**config.mk**
```make
export PLATFORM = sky130hd
export DESIGN_NAME = threshold_monitor
export DESIGN_NICKNAME = d
export VERILOG_FILES = /design/src/rtl/threshold_monitor.sv
export SDC_FILE = /design/constraint.sdc
export NUM_CORES = 1
export LEC_CHECK = 0
export ABC_CLOCK_PERIOD_IN_PS = 3000
export BUFFER_PORTS_ARGS = -buffer_cell sky130_fd_sc_hd__buf_2
export CAP_MARGIN = 20
export CORE_UTILIZATION = 49
export CTS_BUF_LIST = sky130_fd_sc_hd__clkbuf_4 sky130_fd_sc_hd__clkbuf_8
export CTS_CLUSTER_DIAMETER = 120
export DETAILED_ROUTE_END_ITERATION = 10
export PLACE_DENSITY = 0.83
export SYNTH_ARGS = -nofsm -noshare
export SYNTH_HDL_FRONTEND = slang
export SYNTH_SLANG_ARGS = --single-unit
export TNS_END_PERCENT = 30
```
**constraint.sdc**
```tcl
create_clock -name clk_i -period 3 [get_ports clk_i]
set_input_delay 0.3 -clock clk_i [delete_from_list [all_inputs] [get_ports clk_i]]
set_output_delay 0.3 -clock clk_i [all_outputs]
set_load 0.01 [all_outputs]
```
**src/rtl/threshold_monitor.sv**
```systemverilog
// Debounced hysteresis alarm on a sample stream, with the high threshold held locally for bank readback.
// Optional alarm-entry counter enabled by defining ALARM_COUNT_EN.
module threshold_monitor #(
  parameter int unsigned HOLD_CNT = 4
) (
  input  logic        clk_i,
  input  logic        rst_n_i,
  input  logic [31:0] thr_i,
  input  logic        thr_wr_i,
  output logic [31:0] thr_rb_o,
  input  logic [15:0] sample_i,
  input  logic        sample_valid_i,
  output logic        alarm_o,
  output logic        alarm_rise_o,
  output logic        alarm_fall_o,
  output logic [1:0]  state_o,
  input  logic        alarm_cnt_clr_i,
  output logic [15:0] alarm_cnt_o
);

  localparam int unsigned CW = 8;
  localparam logic [CW-1:0] HOLD_W = CW'(HOLD_CNT);
  localparam logic          HOLD_ONE = (HOLD_CNT == 1);

  typedef enum logic [1:0] {
    NORMAL    = 2'd0,
    ARMING    = 2'd1,
    ALARM     = 2'd2,
    RELEASING = 2'd3
  } state_t;

  state_t        state_q, state_d;
  logic [CW-1:0] cnt_q, cnt_d;
  logic [15:0]   high_thr_q, high_thr_d;
  logic          alarm_q, alarm_d;
  logic          rise_q, fall_q;

  logic hi_hit, lo_hit, last_hit;

  assign hi_hit   = sample_i > high_thr_q;
  assign lo_hit   = sample_i < thr_i[15:0];
  assign last_hit = (cnt_q + CW'(1)) == HOLD_W;

  // Next-state: debounce counter restarts whenever a sample fails to qualify.
  always_comb begin
    state_d    = state_q;
    cnt_d      = cnt_q;
    high_thr_d = thr_wr_i ? thr_i[31:16] : high_thr_q;
    if (sample_valid_i) begin
      case (state_q)
        NORMAL: begin
          if (hi_hit) begin
            if (HOLD_ONE) begin
              state_d = ALARM;
              cnt_d   = '0;
            end else begin
              state_d = ARMING;
              cnt_d   = CW'(1);
            end
          end
        end
        ARMING: begin
          if (!hi_hit) begin
            state_d = NORMAL;
            cnt_d   = '0;
          end else if (last_hit) begin
            state_d = ALARM;
            cnt_d   = '0;
          end else begin
            cnt_d = cnt_q + CW'(1);
          end
        end
        ALARM: begin
          if (lo_hit) begin
            if (HOLD_ONE) begin
              state_d = NORMAL;
              cnt_d   = '0;
            end else begin
              state_d = RELEASING;
              cnt_d   = CW'(1);
            end
          end
        end
        RELEASING: begin
          if (!lo_hit) begin
            state_d = ALARM;
            cnt_d   = '0;
          end else if (last_hit) begin
            state_d = NORMAL;
            cnt_d   = '0;
          end else begin
            cnt_d = cnt_q + CW'(1);
          end
        end
        default: begin
          state_d = NORMAL;
          cnt_d   = '0;
        end
      endcase
    end
    alarm_d = (state_d == ALARM) || (state_d == RELEASING);
  end

  always_ff @(posedge clk_i or negedge rst_n_i) begin
    if (!rst_n_i) begin
      state_q    <= NORMAL;
      cnt_q      <= '0;
      high_thr_q <= 16'hFFFF;
      alarm_q    <= 1'b0;
      rise_q     <= 1'b0;
      fall_q     <= 1'b0;
    end else begin
      state_q    <= state_d;
      cnt_q      <= cnt_d;
      high_thr_q <= high_thr_d;
      alarm_q    <= alarm_d;
      rise_q     <= alarm_d & ~alarm_q;
      fall_q     <= ~alarm_d & alarm_q;
    end
  end

  assign thr_rb_o     = {high_thr_q, 16'h0000};
  assign alarm_o      = alarm_q;
  assign alarm_rise_o = rise_q;
  assign alarm_fall_o = fall_q;
  assign state_o      = state_q;

`ifdef ALARM_COUNT_EN
  logic [15:0] acnt_q;

  // Saturating entry counter; clear has priority over a coincident rise.
  always_ff @(posedge clk_i or negedge rst_n_i) begin
    if (!rst_n_i) begin
      acnt_q <= '0;
    end else if (alarm_cnt_clr_i) begin
      acnt_q <= '0;
    end else if (rise_q && (acnt_q != 16'hFFFF)) begin
      acnt_q <= acnt_q + 16'd1;
    end
  end

  assign alarm_cnt_o = acnt_q;
`else
  logic unused_clr;
  assign unused_clr  = alarm_cnt_clr_i;
  assign alarm_cnt_o = 16'h0000;
`endif

endmodule

```
## After elaboration in Yosys (flattened, before gate mapping)

Cells that the tools add are included.

- $add $sub $neg: 1
- Magnitude comparators: 2
- Equal/unequal tests: 8
- Muxes and demuxes: 14
- Bitwise logic cells: 4
- Reduce and logical (&&, ||, !) cells: 3

Operators with widths:

| kind | count |
|---|---|
| $mux 8 | 5 |
| $pmux 8 s4 | 1 |
| $gt 16x16->1 | 1 |
| $lt 16x16->1 | 1 |
| $mux 2 | 7 |
| $add 8x1->8 const B | 1 |
| $eq 2x2->1 const B | 4 |
| $eq 8x3->1 const B | 1 |
| $pmux 2 s4 | 1 |
| $ne 2x2->1 const B | 2 |
| $reduce_and 3->1 | 1 |
| $and 1x1->1 | 2 |
| $eq 2x1->1 const B | 1 |
| $logic_not 2->1 | 1 |
| $not 1->1 | 2 |
| $logic_or 1x1->1 | 1 |

- Register bits after elaboration: 29
- Bits of input ports: 53
- Output and inout bits: 53
- Word-level logic and storage cells: 38

## Depth between registers and ports, before layout

- Depth in word-level cells: 10
- Depth in mapped cells: 8
- Depth with buffers taken out: 8

## Worst setup path before layout

OpenSTA, ideal clock, no wires.

- Kind: reg-to-reg
- Start point: register high_thr_q[11]
- End point: register cnt_q[2]
- Library setup time: 0.134 ns
- Data arrival time: 2.289 ns
- Data required time: 2.866 ns
- Setup slack: 0.577 ns
- Stages on the path, launching flop included: 9
- Path buffers: 0
- Clock period less this slack: 2.423 ns
- Path through: dfstp_2 inv_1 ha_1 nand4_1 or4_4 a21o_1 a31oi_4 o31a_2 o221ai_2

- Word-level cells in the longest chain between the ends: 3
- Elaborated cells on any way between the ends: 5
- Classes of those cells: 1 x order compare; 1 x eq/ne; 2 x mux; 1 x reduce/logical

RTL lines:

| item | RTL line | RTL |
|---|---|---|
| start, declared | 34 | `logic [15:0] high_thr_q, high_thr_d;` |
| start signal, assigned | 115 | `high_thr_q <= high_thr_d;` |
| $gt 16x16->1 * | 40 | `assign hi_hit = sample_i > high_thr_q;` |
| $mux 8 / $ne 2x2->1 (equally long branches) | n/a |  |
| $pmux 8 s4 / $reduce_and 3->1 (equally long branches) | n/a |  |
| end signal, assigned | 114 | `cnt_q <= cnt_d;` |
| end, declared | 33 | `logic [CW-1:0] cnt_q, cnt_d;` |

Mark *: on every way between the ends. The rest lies on a longest branch, timed or not.
A chain may end at the register's enable or synchronous reset.

## Worst setup path after layout

Ends and elaborated chain as after synthesis.

==> impl_metrics.tcl <==
set metrics [dict create \
    cts_sinks 29 \
    p_per_area_nw_per_um2 462 \
    cp_top_family "compound AO/OA/AOI/OAI gates" \
    path_clk_slew_ps 70 \
    critical_path.max_fanout 9 \
    critPathLaunchType "flip-flop" \
    n_fill_cell 393 \
    slew_headroom_pct 56.9 \
    period_share_pct 86.6 \
    grt_max_degree 32 \
    yosysUniqueCellTypes 47 \
    outcome "finished, final reports clean" \
    clock_skew_ps 7.65 \
    grt_pass1_wl_um 8100 \
    clockBufferDepth 2 \
    synthArstFlopShare_pct 100 \
    reg2regPathDepth 8 \
    cts_resized 0 \
    ys_ff_latch 29 \
    required_ps 3150 \
    yosysWarnings 0 \
    clock-root-buffer "clkbuf_8" \
    htree_levels 2 \
    yosys-top-cells-area "dfstp_2 (18%), ha_1 (17%), dfrtp_1 (14%), buf_4 (10%), inv_1 (6.3%)" \
    finalSetupTns_ps 0 \
    tightest_slew_ps 647 \
    area_growth_syn_to_layout_pct 15.8 \
    netlist_instances 268 \
    rows 24 \
    postRouteAntennaNets 0 \
    hold_viol_final 0 \
    critPathKind "flip-flop to flip-flop" \
    pin_count 106 \
    dr.pass1.iters 4 \
    synth.most_common_cell "inv_1" \
    cp-end-kind "flip-flop" \
    drive_gt1_share_pct 30.9 \
    timing.rr.start "high_thr_q[11]" \
    finalCriticalPeriod_ps 2600 \
    cts_hold_buf 0 \
    cp.arrival_ps 2750 \
    synth_flop_cell "dfstp_2" \
    avgViaCountPerCell 5.10 \
    finalHoldWorstSlack_ps 44.4 \
    ir_worst_vdd_mv 0.245 \
    place_congestion 0.800 \
    grt-ovfl-total 0 \
    maxCapViolCount 0 \
    ys_top_cells_by_count "inv_1 (40), ha_1 (33), buf_4 (32)" \
    placed_cells 387 \
    portBuffers 72 \
    die_w_um 71.5 \
    r2r_end "cnt_q[2]" \
    path_buf_inv 1 \
    die_y_um 71.5 \
    utilization_pct 60.8 \
    timing.fmax_mhz 385 \
    p_total_uw 1270 \
    avgSynthCellArea_um2 8.83 \
    diodes 0 \
    die-area_um2 5110 \
    crit_cells 8 \
    stdcell_count 395 \
    post-synth-top-area-cell "dfstp_2" \
    nets 428 \
    cts_tree "built" \
    synth_top_area_share_pct 17.8 \
    grt_usage_pct 19.8 \
    final_max_slew_viol_count 0 \
    numCtsBuffers 5 \
    antenna_found_initial 0 \
    cpPeakStageDelay_ps 560 \
    post_cts_buffers 0 \
    netlist_area_um2 2370 \
    vias 2016 \
    clk_latency_ps 280 \
    r2r_setup_slack_ps 400 \
    grt_pass1_vias 2005 \
    wire_per_inst_um 12.2 \
    initial_core_util_pct 52.5 \
    leakage_uw 0.00147 \
    routed_wl_um 4810 \
    synth-edff-count 0 \
    grt_setup_unrepaired "false" \
    hold_path_class "input port to async pin" \
    dp_hpwl_um 3860 \
    setup_violations 0 \
    fp.coreArea_um2 4500 \
    drc 0 \
    yosysSeqAreaShare_pct 31.5 \
    drt_iter0_drc 85 \
    worstPathCellList "inv_1, ha_1, nand4_1, or4_4, a21o_1, a31oi_4, o31a_2, o221ai_2" \
    slowest_stage "or4_4" \
]
stage by stage:
| stage | instance area [um2] | worst slack, ps |
|---|---|---|
| after global routing | 2740 | 259 |
| after CTS | 2740 | 410 |
| final | 2740 | 401 |
| after global placement | 2650 | 480 |
| after detailed placement | 2650 | 444 |
| after floorplan | 2480 | 577 |
sequential cells by signal, summed over array words and instances (netlist names):
| register | cells |
|---|---|
| state_o | 2 |
| alarm_o | 1 |
| alarm_fall_o | 1 |
| cnt_q | 8 |
| high_thr_q | 16 |
| alarm_rise_o | 1 |
cell families (layout without fill, tap and decap cells):
kind of cell | after synthesis | after routing | synth area share (%)
flops | 29 | 29 | 31.5
xor+xnor | 3 | 3 | 1.11
compound gates | 65 | 65 | 19.6
mux | 1 | 1 | 0.476
simple gates | 60 | 60 | 12.6
buf+inv | 76 | 120 | 17.1
fa+ha+maj | 33 | 33 | 17.5
other cells | 1 | 32 | 0.158
final cells by class:
type                       count  area (um2)  share of cell area (%)
clock buffer                   5        68.8                    2.51
clock inverter                 3        17.5                   0.640
timing repair buffer          72         360                    13.2
inverter                      40         150                    5.48
multi-input combinational    194        1330                    48.6
sequential                    29         746                    27.2
tap                           52        65.1                    2.38
cells in the final DEF, fill, tap and decap left out, types with 2 or more instances in the layout:
cell / count
a21o_1: 2
a21oi_1: 12
a31oi_1: 2
and2_1: 3
and3_1: 2
buf_2: 72
clkbuf_8: 5
clkinv_2: 2
conb_1: 32
dfrtp_1: 13
dfstp_2: 16
ha_1: 33
inv_1: 40
nand2_1: 25
nand2b_1: 4
nand3_1: 6
nand4_1: 5
nor2_1: 9
o211ai_1: 3
o21ai_0: 19
o21ai_1: 3
o221ai_1: 3
o2bb2ai_1: 5
xnor2_1: 2
worst max-delay path by stage:
stage,end,start
2_1_floorplan,cnt_q[2],high_thr_q[11]
3_3_place_gp,cnt_q[2],high_thr_q[11]
3_5_place_dp,cnt_q[2],high_thr_q[11]
4_1_cts,cnt_q[2],high_thr_q[11]
5_1_grt,cnt_q[2],high_thr_q[11]
6_report,cnt_q[2],high_thr_q[11]
routing by layer:
layer	routed length, um	global-route usage [%]	part of all wire [%]
met1	1970	21.6	41
met2	2410	36.5	50
met3	306	4.50	6.4
met4	125	8.71	2.6
met5	0	0	0
report_power, final:
part | internal [uW] | total, uW | switching (uW) | leakage (uW)
registers | 462 | 521 | 59.0 | 0.000343
clock network | 160 | 315 | 155 | 0.0000439
logic | 176 | 431 | 255 | 0.00108
Power figures use the tool's default switching activity.
